[src/rtl/fetch_ir_unit_pkg.sv]
// Shared types and constants for the fetch / instruction-register unit.
// Holds the fetch state encoding, the reset defaults and the alignment helper.
package fetch_ir_unit_pkg;

  localparam int unsigned XLEN_DEFAULT     = 32;
  localparam logic [31:0] RESET_PC_DEFAULT = 32'h0000_0000;
  localparam logic [31:0] NOP_INST         = 32'h0000_0013;

  // DRAIN is a WAIT whose response will be thrown away after a redirect
  typedef enum logic [1:0] {
    ST_IDLE  = 2'd0,
    ST_REQ   = 2'd1,
    ST_WAIT  = 2'd2,
    ST_DRAIN = 2'd3
  } fetch_state_e;

  function automatic logic pc_aligned(input logic [1:0] pc_lsb);
    return pc_lsb == 2'b00;
  endfunction

endpackage

[src/rtl/fetch_ir_unit_pc_register.sv]
// Program counter: XLEN-bit register with write enable and async reset.
module fetch_ir_unit_pc_register #(
  parameter int unsigned     XLEN     = 32,
  parameter logic [XLEN-1:0] RESET_PC = '0
) (
  input  logic            clk,
  input  logic            reset,
  input  logic            we,
  input  logic [XLEN-1:0] d,
  output logic [XLEN-1:0] q
);

  always_ff @(posedge clk or posedge reset) begin
    if (reset) begin
      q <= RESET_PC;
    end else if (we) begin
      q <= d;
    end
  end

endmodule

[src/rtl/fetch_ir_unit.sv]
// Fetch unit: owns the PC and IR, issues one instruction read per fetch_start
// over a valid/ready request channel and tolerates redirects mid-fetch.
module fetch_ir_unit
  import fetch_ir_unit_pkg::*;
#(
  parameter int unsigned     XLEN     = XLEN_DEFAULT,
  parameter logic [XLEN-1:0] RESET_PC = XLEN'(RESET_PC_DEFAULT)
) (
  input  logic            clk,
  input  logic            reset,
  input  logic            fetch_start,
  input  logic            pc_write,
  input  logic [XLEN-1:0] pc_next,
  output logic            mem_req_valid,
  output logic [XLEN-1:0] mem_req_addr,
  input  logic            mem_req_ready,
  input  logic            mem_resp_valid,
  input  logic [XLEN-1:0] mem_resp_data,
  output logic [XLEN-1:0] pc_out,
  output logic [XLEN-1:0] ir_out,
  output logic            ir_valid,
  output logic            busy,
  output logic            fetch_fault
);

  fetch_state_e    state_q, state_d;
  logic [XLEN-1:0] pc_q;
  logic [XLEN-1:0] eff_pc;
  logic            eff_pc_ok;

  logic            drop_q, drop_d;
  logic [XLEN-1:0] addr_q, addr_d;
  logic [XLEN-1:0] ir_q, ir_d;
  logic            ir_valid_q, ir_valid_d;
  logic            req_valid_q, req_valid_d;
  logic            busy_q, busy_d;
  logic            fault_q, fault_d;
  logic            resp_keep;

  fetch_ir_unit_pc_register #(
    .XLEN     (XLEN),
    .RESET_PC (RESET_PC)
  ) u_pc_register (
    .clk   (clk),
    .reset (reset),
    .we    (pc_write),
    .d     (pc_next),
    .q     (pc_q)
  );

  // A redirect in the same cycle as fetch_start is applied first
  always_comb begin
    eff_pc    = pc_write ? pc_next : pc_q;
    eff_pc_ok = pc_aligned(eff_pc[1:0]);
  end

  // Response is kept only in a clean WAIT with no redirect this cycle
  always_comb begin
    resp_keep = (state_q == ST_WAIT) && mem_resp_valid && !pc_write && !drop_q;
  end

  // State register
  always_ff @(posedge clk or posedge reset) begin
    if (reset) begin
      state_q <= ST_IDLE;
    end else begin
      state_q <= state_d;
    end
  end

  // Next-state logic
  always_comb begin
    state_d = state_q;
    unique case (state_q)
      ST_IDLE: begin
        if (fetch_start && eff_pc_ok) begin
          state_d = ST_REQ;
        end
      end
      ST_REQ: begin
        if (mem_req_ready) begin
          state_d = (drop_q || pc_write) ? ST_DRAIN : ST_WAIT;
        end
      end
      ST_WAIT: begin
        if (mem_resp_valid) begin
          state_d = ST_IDLE;
        end else if (pc_write) begin
          state_d = ST_DRAIN;
        end
      end
      ST_DRAIN: begin
        if (mem_resp_valid) begin
          state_d = ST_IDLE;
        end
      end
      default: state_d = ST_IDLE;
    endcase
  end

  // Output / datapath next values, registered below
  always_comb begin
    drop_d     = drop_q;
    addr_d     = addr_q;
    ir_d       = ir_q;
    ir_valid_d = ir_valid_q;
    fault_d    = fault_q;

    unique case (state_q)
      ST_IDLE: begin
        if (fetch_start) begin
          if (eff_pc_ok) begin
            addr_d     = eff_pc;
            ir_valid_d = 1'b0;
            drop_d     = 1'b0;
          end else begin
            fault_d = 1'b1;
          end
        end
      end
      ST_REQ, ST_WAIT: begin
        if (pc_write) begin
          drop_d = 1'b1;
        end
      end
      default: ;
    endcase

    if (resp_keep) begin
      ir_d       = mem_resp_data;
      ir_valid_d = 1'b1;
    end

    // The IR never describes a freshly redirected PC
    if (pc_write) begin
      ir_valid_d = 1'b0;
    end

    if (state_d == ST_IDLE) begin
      drop_d = 1'b0;
    end

    req_valid_d = (state_d == ST_REQ);
    busy_d      = (state_d != ST_IDLE);
  end

  always_ff @(posedge clk or posedge reset) begin
    if (reset) begin
      drop_q      <= 1'b0;
      addr_q      <= RESET_PC;
      ir_q        <= XLEN'(NOP_INST);
      ir_valid_q  <= 1'b0;
      req_valid_q <= 1'b0;
      busy_q      <= 1'b0;
      fault_q     <= 1'b0;
    end else begin
      drop_q      <= drop_d;
      addr_q      <= addr_d;
      ir_q        <= ir_d;
      ir_valid_q  <= ir_valid_d;
      req_valid_q <= req_valid_d;
      busy_q      <= busy_d;
      fault_q     <= fault_d;
    end
  end

  assign mem_req_valid = req_valid_q;
  assign mem_req_addr  = addr_q;
  assign pc_out        = pc_q;
  assign ir_out        = ir_q;
  assign ir_valid      = ir_valid_q;
  assign busy          = busy_q;
  assign fetch_fault   = fault_q;

endmodule

[config.mk]
export PLATFORM = sky130hd
export DESIGN_NAME = fetch_ir_unit
export DESIGN_NICKNAME = d
export VERILOG_FILES = /design/src/rtl/fetch_ir_unit_pkg.sv /design/src/rtl/fetch_ir_unit_pc_register.sv /design/src/rtl/fetch_ir_unit.sv
export SDC_FILE = /design/constraint.sdc
export NUM_CORES = 1
export LEC_CHECK = 0
export BUFFER_PORTS_ARGS = -buffer_cell sky130_fd_sc_hd__buf_2
export CAP_MARGIN = 0
export CORE_MARGIN = 2
export CORE_UTILIZATION = 52
export DETAILED_ROUTE_END_ITERATION = 6
export PLACE_DENSITY_LB_ADDON = 0.08
export SKIP_CTS_REPAIR_TIMING = 1
export SLEW_MARGIN = 25
export SYNTH_ARGS = -nofsm -noshare
export SYNTH_HDL_FRONTEND = slang
export SYNTH_SLANG_ARGS = --single-unit
export TNS_END_PERCENT = 10
[constraint.sdc]
create_clock -name clk -period 6.9 [get_ports clk]
set_input_delay 0.345 -clock clk [delete_from_list [all_inputs] [get_ports clk]]
set_output_delay 0.345 -clock clk [all_outputs]
set_load 0.02 [all_outputs]
==> summary.md <==
| Metric | Value |
|---|---|
| Final worst path period need | `~2.3 ns` |
| Crit path max fanout | `38` |
| Clock Pin Slew Worst Setup and Hold Paths | `0.10 ns` |
| Die X-Extent | `94.5 um` |
| Seq cells post-synth | `roughly 100` |
| Syn_nets | `324` |
| Root Driver | `clkbuf_8` |
| Yosys warnings | `0` |
| Fin. max-slew vios | `0` |
| Cts bufs inserted | `9` |
| Core area | `0.00809 mm2` |
| Area growth syn-to-layout | `25.7%` |
| Crit path max-delay family | `buffers and inverters` |
| Peak supply drop | `215 uV` |
| Drc violations | `0` |
| Arrival @ worst endpoint | `2.49 ns` |
| Slowest-stage cell, CP | `buf_2` |
| Port bufs | `169` |
| Post-Route WL | `8.26 mm` |
| Final Hold Violating Endpoints | `0` |
| Number of diodes | `0` |
| Starting Density | `52.6%` |
| Fin crit share | `32.7%` |
| Vias in the first global route | `2623` |
| Leak Pwr | `0.00276 uW` |
| Layout cells sized above 1 | `68.8%` |
| Routability congestion estimate | `0.746` |
| Critical path class | `in2reg` |
| Pwr/cell area | `424 mW/mm2` |
| CP Buf/Inv Count | `2` |
| Mapped Area | `0.00426 mm2` |
| Routed vias | `about 2.6k` |
| Fmax | `0.444 GHz` |
| Syn Inst Count | `250` |
| H-tree depth | `3` |
| CTS max path bufs | `2` |
| Clock sinks | `slightly above 100` |
| Clk Latency, worst-skew pair | `0.36 ns` |
| Nets | `495` |
| Full die area | `0.00893 mm2` |
| Netlist cell types | `27` |
| Initial antenna violation count | `0` |
| Syn_area_per_cell | `17.0 um2` |
| Final setup TNS | `0 ns` |
| Max-cap violations | `0` |
| Setup crit start kind | `primary input` |
| First-pass GRT wire length | `between 10 and 15 mm` |
| Global Route Usage Sum | `19.1%` |
| CTS tree | `built` |
| Req. time, crit path | `7.14 ns` |
| Via/cell ratio | `4.95` |
| Detail-routed net length per standard cell | `15.5 um` |
| Tightest Pin Transition | `between 0.9 and 1 ns` |
| Final ANT Viol Nets | `0` |
| Max stage delay on crit path | `about 0.69 ns` |
| Pre-antenna DRT Iters | `5` |
| Clk_skew | `0.0143 ns` |
| Final setup fails | `0` |
| Seq/Total Area, Yosys | `60.6%` |
| Status | `finished clean` |
| Row cnt | `33` |
| Drt first-iter violations | `68` |
| Ports | `170` |
| Detailed placement HPWL | `5.68 mm` |
| Die height | `between 90 and 100 um` |
| CP cell instances | `buf_2, nor3_4, o21ai_4, buf_4, mux2_2` |
| Gr ovfl total | `0` |
| Largest net degree at the start of global routing | `65` |
| RSZ-0062 raised after global routing | `false` |
| HP Class | `in2async` |
| Crit end category | `flip-flop` |
| Worst hold slack | `0.0223 ns` |
| Slew headroom | `39.1%` |
per-layer routing:
layer | track usage [%] | wire length, um | vias to the layer above
met4 | 5.68 | 87 | 0
met2 | 29.2 | 3920 | 105
li1 | - | - | 1210
met3 | 8.14 | 746 | 8
met1 | 24.9 | 3500 | 1308
met5 | 0 | 0 | -
cells in the final DEF, fill, tap and decap left out, types with 2 or more instances in the layout:
| cell type | count |
|---|---|
| nor2_1 | 4 |
| ha_1 | 4 |
| buf_2 | 169 |
| a21oi_1 | 3 |
| mux2_2 | 38 |
| inv_1 | 6 |
| and2_1 | 3 |
| clkinvlp_4 | 2 |
| dfstp_2 | 3 |
| clkbuf_8 | 9 |
| mux2_4 | 55 |
| dfrtp_1 | 100 |
| buf_4 | 2 |
| o21ai_0 | 4 |
| nand2_1 | 4 |
synth_stat cells, drive strengths merged:
master / instances / area, um2
nand2b: 1 / 6.26
o32ai: 1 / 16.3
a221oi: 1 / 15.0
a21oi: 3 / 15.0
nand2: 4 / 15.0
o221ai: 1 / 8.76
dfstp: 3 / 78.8
and3: 1 / 11.3
nor2: 4 / 15.0
ha: 4 / 50.1
nor3: 1 / 16.3
and2: 3 / 18.8
o21ai: 5 / 36.3
a21o: 1 / 7.51
a2bb2oi: 1 / 15.0
nor3b: 1 / 12.5
buf: 11 / 105
inv: 8 / 30.0
a31o: 1 / 8.76
mux2: 94 / 1260
dfrtp: 100 / 2500
o21a: 1 / 8.76
sequential cells by signal (all words and copies together), names as in the netlist:
signal,cells
state_q,2
ir_out,32
drop_q,1
busy,1
fetch_fault,1
ir_valid,1
u_pc_register.q,32
mem_req_valid,1
mem_req_addr,32
where the power goes:
part | internal [uW] | total (uW) | switching (uW) | leakage (uW)
Combinational | 446 | 947 | 501 | 0.00143
Sequential | 825 | 940 | 115 | 0.00124
Clock | 172 | 379 | 208 | 0.0000977
Total | 1440 | 2270 | 824 | 0.00276
worst paths after layout:
| path | start | end | slack [ns] | cells after the start |
|---|---|---|---|---|
| worst max-delay path | pc_write | mem_req_addr[30] | 4.65 | 5 |
| worst min-delay path | reset | ir_out[14] | 0.02 | 2 |
| worst max register to register | state_q[0] | mem_req_addr[30] | 4.70 | 6 |
| worst min register to register | fetch_fault | fetch_fault | 0.47 | 1 |
| max in group asynchronous | reset | ir_out[25] | 5.70 | 3 |
| min in group clk | mem_resp_data[19] | ir_out[19] | 0.21 | 2 |
final cells by class:
| class | count | area [um2] |
|---|---|---|
| Sequential cell | 103 | 2580 |
| Inverter | 8 | 32.5 |
| Fill cell | 639 | 2740 |
| Clock inverter | 7 | 78.8 |
| Multi-Input combinational cell | 128 | 1540 |
| Clock buffer | 9 | 124 |
| Tap cell | 105 | 131 |
| Timing Repair Buffer | 171 | 861 |
per-stage QoR:
step	setup WS [ns]	cell area (um2)	utilization [%]	total power [uW]	cells
after CTS	4.63	5350	66.1	2300	531
after global placement	4.28	5150	63.6	1880	515
final	4.65	5350	66.1	2270	531
after global routing	4.52	5350	66.1	2400	531
after detailed placement	4.24	5150	63.6	1900	515
after floorplan	3.86	4260	-	1610	250
logic make-up after synthesis:
logic type	share of synthesized area, %
flops	60.6
mux	29.7
buf+inv	3.17
compound gates	3.09
simple gates	2.23
fa+ha+maj	1.18
Note: power is estimated with default switching activity, not from simulation.
